--- config.mk ---
export PLATFORM = sky130hd
export DESIGN_NAME = mem_arbiter
export DESIGN_NICKNAME = d
export VERILOG_FILES = /design/src/rtl/mem_arbiter.sv
export SDC_FILE = /design/constraint.sdc
export NUM_CORES = 1
export LEC_CHECK = 0
export ABC_AREA = 1
export CAP_MARGIN = 20
export CORE_AREA = 5 5 337 339
export DETAILED_ROUTE_END_ITERATION = 8
export DIE_AREA = 0 0 342 344
export GPL_TIMING_DRIVEN = 0
export PLACE_DENSITY = 0.34
export SLEW_MARGIN = 10
export SYNTH_ARGS = -nofsm -noshare
export SYNTH_HDL_FRONTEND = slang
export SYNTH_SLANG_ARGS = --single-unit
export TNS_END_PERCENT = 10
--- constraint.sdc ---
create_clock -name clk -period 1.3 [get_ports clk]
set_input_delay 0.195 -clock clk [delete_from_list [all_inputs] [get_ports clk]]
set_output_delay 0.195 -clock clk [all_outputs]
set_load 0.03 [all_outputs]
--- src/rtl/mem_arbiter.sv ---
`default_nettype none
// ============================================================================
// Module  : mem_arbiter
// Brief   : Arbitrates I-cache and D-cache line requests onto one shared slow
//           memory port. Define ARB_ROUND_ROBIN_EN for round-robin arbitration;
//           the default is fixed priority, with D winning over I.
// Revision: 1.0 - initial release
// ============================================================================
module mem_arbiter #(
    parameter int ADDR_W = 28,
    parameter int LINE_W = 128
) (
    input  logic              clk,
    input  logic              rst_n,
    // instruction cache
    input  logic              i_read,
    input  logic              i_write,
    input  logic [ADDR_W-1:0] i_addr,
    input  logic [LINE_W-1:0] i_wdata,
    output logic [LINE_W-1:0] i_rdata,
    output logic              i_ready,
    // data cache
    input  logic              d_read,
    input  logic              d_write,
    input  logic [ADDR_W-1:0] d_addr,
    input  logic [LINE_W-1:0] d_wdata,
    output logic [LINE_W-1:0] d_rdata,
    output logic              d_ready,
    // shared memory
    output logic              mem_read,
    output logic              mem_write,
    output logic [ADDR_W-1:0] mem_addr,
    output logic [LINE_W-1:0] mem_wdata,
    input  logic [LINE_W-1:0] mem_rdata,
    input  logic              mem_ready
);

    typedef enum logic [1:0] {
        S_IDLE    = 2'd0,
        S_BUSY_I  = 2'd1,
        S_BUSY_D  = 2'd2,
        S_RELEASE = 2'd3
    } state_t;

    state_t              state_q;
    logic                mem_read_q;
    logic                mem_write_q;
    logic [ADDR_W-1:0]   mem_addr_q;
    logic [LINE_W-1:0]   mem_wdata_q;

    logic                pend_i;
    logic                pend_d;
    logic                grant_data;
    logic                busy_i;
    logic                busy_d;

    assign pend_i = i_read | i_write;
    assign pend_d = d_read | d_write;

`ifdef ARB_ROUND_ROBIN_EN
    // Set when the data cache received the most recent grant.
    logic last_d_q;
    assign grant_data = pend_d & (~pend_i | ~last_d_q);
`else
    assign grant_data = pend_d;
`endif

    always_ff @(posedge clk) begin
        if (!rst_n) begin
            state_q     <= S_IDLE;
            mem_read_q  <= 1'b0;
            mem_write_q <= 1'b0;
            mem_addr_q  <= '0;
            mem_wdata_q <= '0;
`ifdef ARB_ROUND_ROBIN_EN
            last_d_q    <= 1'b0;
`endif
        end else begin
            case (state_q)
                S_IDLE: begin
                    if (pend_i | pend_d) begin
                        if (grant_data) begin
                            mem_read_q  <= d_read;
                            mem_write_q <= d_write;
                            mem_addr_q  <= d_addr;
                            mem_wdata_q <= d_wdata;
                            state_q     <= S_BUSY_D;
                        end else begin
                            mem_read_q  <= i_read;
                            mem_write_q <= i_write;
                            mem_addr_q  <= i_addr;
                            mem_wdata_q <= i_wdata;
                            state_q     <= S_BUSY_I;
                        end
`ifdef ARB_ROUND_ROBIN_EN
                        last_d_q <= grant_data;
`endif
                    end
                end
                S_BUSY_I, S_BUSY_D: begin
                    if (mem_ready) begin
                        mem_read_q  <= 1'b0;
                        mem_write_q <= 1'b0;
                        state_q     <= S_RELEASE;
                    end
                end
                // One dead cycle lets the served cache drop its request first.
                S_RELEASE: state_q <= S_IDLE;
                default:   state_q <= S_IDLE;
            endcase
        end
    end

    // Gating with rst_n keeps ready/rdata quiet while reset is being applied.
    assign busy_i = rst_n && (state_q == S_BUSY_I);
    assign busy_d = rst_n && (state_q == S_BUSY_D);

    assign i_ready   = busy_i & mem_ready;
    assign d_ready   = busy_d & mem_ready;
    assign i_rdata   = busy_i ? mem_rdata : '0;
    assign d_rdata   = busy_d ? mem_rdata : '0;

    assign mem_read  = mem_read_q;
    assign mem_write = mem_write_q;
    assign mem_addr  = mem_addr_q;
    assign mem_wdata = mem_wdata_q;

endmodule
`default_nettype wire

* Word-level counts from Yosys, hierarchy flattened
Index checks and enable logic that the tools add are counted.
Word-level totals: input bits 447, word-level logic and storage cells 38, register bits 160
Operators by class: reduce and logical (&&, ||, !) cells 8, equal/unequal tests 5, multiplexer cells 15, bitwise logic cells 5
Operators by type and width (count):
- $mux 128 | 3
- $mux 28 | 1
- $mux 2 | 3
- $pmux 2 s3 | 1
- $mux 1 | 5
- $eq 2x2->1 const B | 2
- $ne 2x2->1 const B | 2
- $pmux 1 s2 | 2
- $reduce_and 2->1 | 2
- $or 1x1->1 | 3
- $reduce_and 3->1 | 1
- $and 1x1->1 | 2
- $eq 2x1->1 const B | 1
- $logic_and 1x1->1 | 2
- $logic_not 2->1 | 1
- $reduce_bool 2->1 | 1
- $reduce_or 2->1 | 1

* Logic depth before layout (Yosys ltp)
depth after elaboration 4, mapped depth 9

* Worst setup path before layout
No wires, ideal clock.
path kind register -> output, start point register state_q[0], end point output port d_rdata[107], cell stages (with the launch flop) 7, path slack -0.298 ns, path buffers 2, arrival time 1.403 ns, path through dfxtp_1 inv_1 ha_1 nand2_1 clkbuf_1 clkbuf_1 nor2_1
On the way: word-level cells in the longest chain between the ends 3
Ends and longest elaborated chain:
- from (decl) | RTL line 45 | state_t state_q;
- from (signal assigned) | RTL line 70 | state_q <= S_IDLE;
- from (signal assigned) | RTL line 87 | state_q <= S_BUSY_D;
- from (signal assigned) | RTL line 93 | state_q <= S_BUSY_I;
- $eq 2x2->1 | RTL line 116 | assign busy_d = rst_n && (state_q == S_BUSY_D);
- $logic_and 1x1->1 | RTL line 116
- $mux 128 | RTL line 121 | assign d_rdata = busy_d ? mem_rdata : '0;
- to (decl) | RTL line 27 | output logic [LINE_W-1:0] d_rdata,
Every way passes these cells.

* Worst setup path after layout
start point register state_q[1], end point output port i_rdata[83]
On the way: word-level cells in the longest chain between the ends 3
Ends and longest elaborated chain:
- $eq 2x1->1 | RTL line 115 | assign busy_i = rst_n && (state_q == S_BUSY_I);
- $logic_and 1x1->1 | RTL line 115
- $mux 128 | RTL line 120 | assign i_rdata = busy_i ? mem_rdata : '0;
- to (decl) | RTL line 20 | output logic [LINE_W-1:0] i_rdata,
Every way passes these cells.

==> key figures <==
Critical path
  • Setup Crit Path Kind: flip-flop to primary output
  • CP startpoint kind: flip-flop
  • Worst Path Required: 1.11 ns
  • Worst Path Arrival: 1.85 ns
  • Crit. End Element: primary output
  • Critical path fanouts, max: 7

Timing
  • Max-slew violations: 0
  • Worst Tran Pin Value: 0.759 ns
  • Finish-stage setup viols: 576
  • Final hold viol count: 0
  • Unrepaired setup endpoints after global routing: yes
  • Tmin final: 2.05 ns
  • Period utilization: 157%
  • Slew HR: 49.4%
  • TNS Setup: -314.56 ns
  • Fmax achieved: 0.489 GHz
  • Worst Clk Skew: 0.0380 ns
  • Final WS setup: -0.746 ns

Global route
  • Largest net degree at the start of global routing: 17
  • Initial antenna violation count: 70
  • Vias in the first global route: 14300
  • Grt ovf: 0
  • All-layer global routing usage: 15.7%
  • First-pass GRT wire length: 126 mm

Drt
  • TritonRoute pass-1 iters: 5
  • Via count: 14000
  • Wirelength, routed: 97.5 mm
  • First DRT Iteration DRCs: 526
  • Avg WL per Cell: 23.9 µm
  • DRT antenna net count: 0
  • DRC: 0
  • Avg Vias per Cell: 3.43

Die
  • DIE WIDTH: 342 µm
  • DIE AREA: 118000 µm²
  • Initial core utilization: 8.53%
  • Core ar.: 110000 µm²
  • I/O pin count: 863
  • Rows: 122
  • Die height: 344 µm

Synthesis
  • Seq cells post-synth: 160
  • Syn avg cell area: 5.62 µm²
  • Ranking of synthesized cells by area: dfxtp_1 34%, nand2_1 20%, nor2_1 17%
  • Dominant synthesized flop cell: dfxtp_1
  • Sequential-to-total area share from yosys stat: 34.1%
  • Top post-synthesis cells by count: 490 x nand2_1, 421 x nor2_1, 160 x dfxtp_1
  • Syn Nets: 2120
  • Synth Cell Area: 9390 µm²
  • Synth top area share: 34.1%
  • Number of synthesized flops with an enable pin: 0
  • Mapped Cells: 1669
  • Synth warnings: 0
  • Fraction of registers with async set/reset: 0%
  • Post-synth cell types: 17
  • Top-count cell post-synth: nand2_1
  • Yosys top cell by area: dfxtp_1

Worst hold path
  • Hold Crit Class: input pin to flip-flop

Power and ir drop
  • Pwr/cell area: 1790 nW/µm²
  • LEAKAGE: 9.76 nW
  • Max IR drop VDD: 0.000730 V

Placed design
  • GP Congestion: 0.841
  • Placed cells: 4018
  • Hpwl dp: 84.5 mm
  • # port buffers: 861

Finish
  • Footprint of the multi-input gates: 6370 µm²
  • P&R area growth vs syn: 141%
  • Layout net count: 3015
  • Final cell count without fillers: 4079
  • Share of layout cells above drive strength 1: 24.4%
  • Filler Cell Count: 12600
  • Sequential cell area: 3210 µm²

CTS
  • Sink Count: 160
  • CTS tree: done
  • CTS Buffer Depth: 2
  • Reg clk slew, reported paths: 0.08 ns
  • Root buf cell: clkbuf_16
  • CTS buffer count: 17
  • Post-CTS Hold Fix Bufs: 0
  • H-tree depth: 4
  • Clock Latency Late Sink: 0.51 ns

Status
  • Status: finished, violations left
  • Failing checks: negative setup slack

Job
  • Maxcap violations: 0
==> final timing paths <==
check,endpoint,slack (ns),cells after the start,start
worst max-delay path,i_rdata[83],-0.75,7,state_q[1]
worst min-delay path,mem_wdata[59],0.40,5,d_wdata[59]
worst max register to register,mem_wdata[78],-0.56,7,state_q[0]
worst min register to register,mem_wdata[115],0.48,2,mem_wdata[115]
==> layer usage <==
metal  track usage [%]  wire [µm]
met1              16.1      34600
met2              30.8      53100
met3              4.79       6880
met4              4.16       2840
met5                 0         79
==> worst max-delay path, cell delays in order (launching register included) <==
cell	delay [ns]
dfxtp_4	0.37
inv_6	0.07
ha_4	0.15
nand2_8	0.09
clkbuf_16	0.22
clkbuf_16	0.19
nor2_4	0.09
buf_8	0.16
==> metrics by stage <==
| step | hold WS (ns) | power, mW | util, % | worst slack (ns) | cell area, µm² |
|---|---|---|---|---|---|
| final | 0.396 | 40.5 | 20.6 | -0.746 | 22600 |
| after global routing | 0.394 | 43.1 | 20.5 | -0.838 | 22600 |
| after CTS | 0.347 | 39.7 | 19.4 | -0.989 | 21300 |
| after detailed placement | 0.469 | 34.0 | 18.9 | -1.48 | 20800 |
| after global placement | 0.457 | 34.1 | 18.9 | -1.45 | 20800 |
| after floorplan | 0.418 | 21.7 | - | -0.141 | 10300 |
==> cells in the final DEF, fill, tap and decap left out, types with 4 or more instances in the layout <==
master and instances:
a21oi_1 156, buf_1 4, buf_12 19, buf_2 55, buf_4 23, buf_6 203, buf_8 9, clkbuf_1 46
clkbuf_16 31, clkbuf_2 25, clkdlybuf4s15_2 6, clkdlybuf4s50_1 603, clkinv_4 4, dfxtp_1 158, diode_2 14, inv_1 138
inv_6 7, nand2_1 488, nand3_1 4, nor2_1 191, nor2_2 99, nor2_4 132, o21ai_0 132, o21ai_1 26
==> final cells by class <==
cell class,count,area share [%]
Clock buffer,18,1.90
Tap cell,1488,8.23
Sequential cell,160,14.2
Multi-Input combinational cell,1236,28.2
Timing Repair Buffer,876,39.6
Clock inverter,14,0.658
Buffer,132,4.70
Inverter,141,2.38
Antenna cell,14,0.155
==> power breakdown <==
group	total, mW	internal [mW]	switching [mW]	leakage (nW)
combinational	27.0	10.3	16.7	8.15
sequential	8.24	7.02	1.22	1.33
clock	5.27	2.70	2.57	0.281
==> repair_timing <==
item / in CTS / in global routing
cloned: 3 / 8
buffers inserted: 0 / 4
setup endpoints to repair: 576 / 576
pin swaps: 0 / 4
gates resized for setup: 1213 / 836
==> state kept, by name (all words and copies together), names as in the netlist <==
name	flops
state_q	2
mem_wdata	128
mem_read	1
mem_addr	28
mem_write	1
==> kinds of logic after synthesis <==
kind of cell	after synthesis	synth area share, %
AND/OR/NAND/NOR	918	36.9
AO/OA/AOI/OAI	314	16.7
buffers and inverters	273	11.7
flip-flops	160	34.1
adder cells (fa/ha/maj)	4	0.533
No activity file was read; power rests on OpenSTA's default activity.
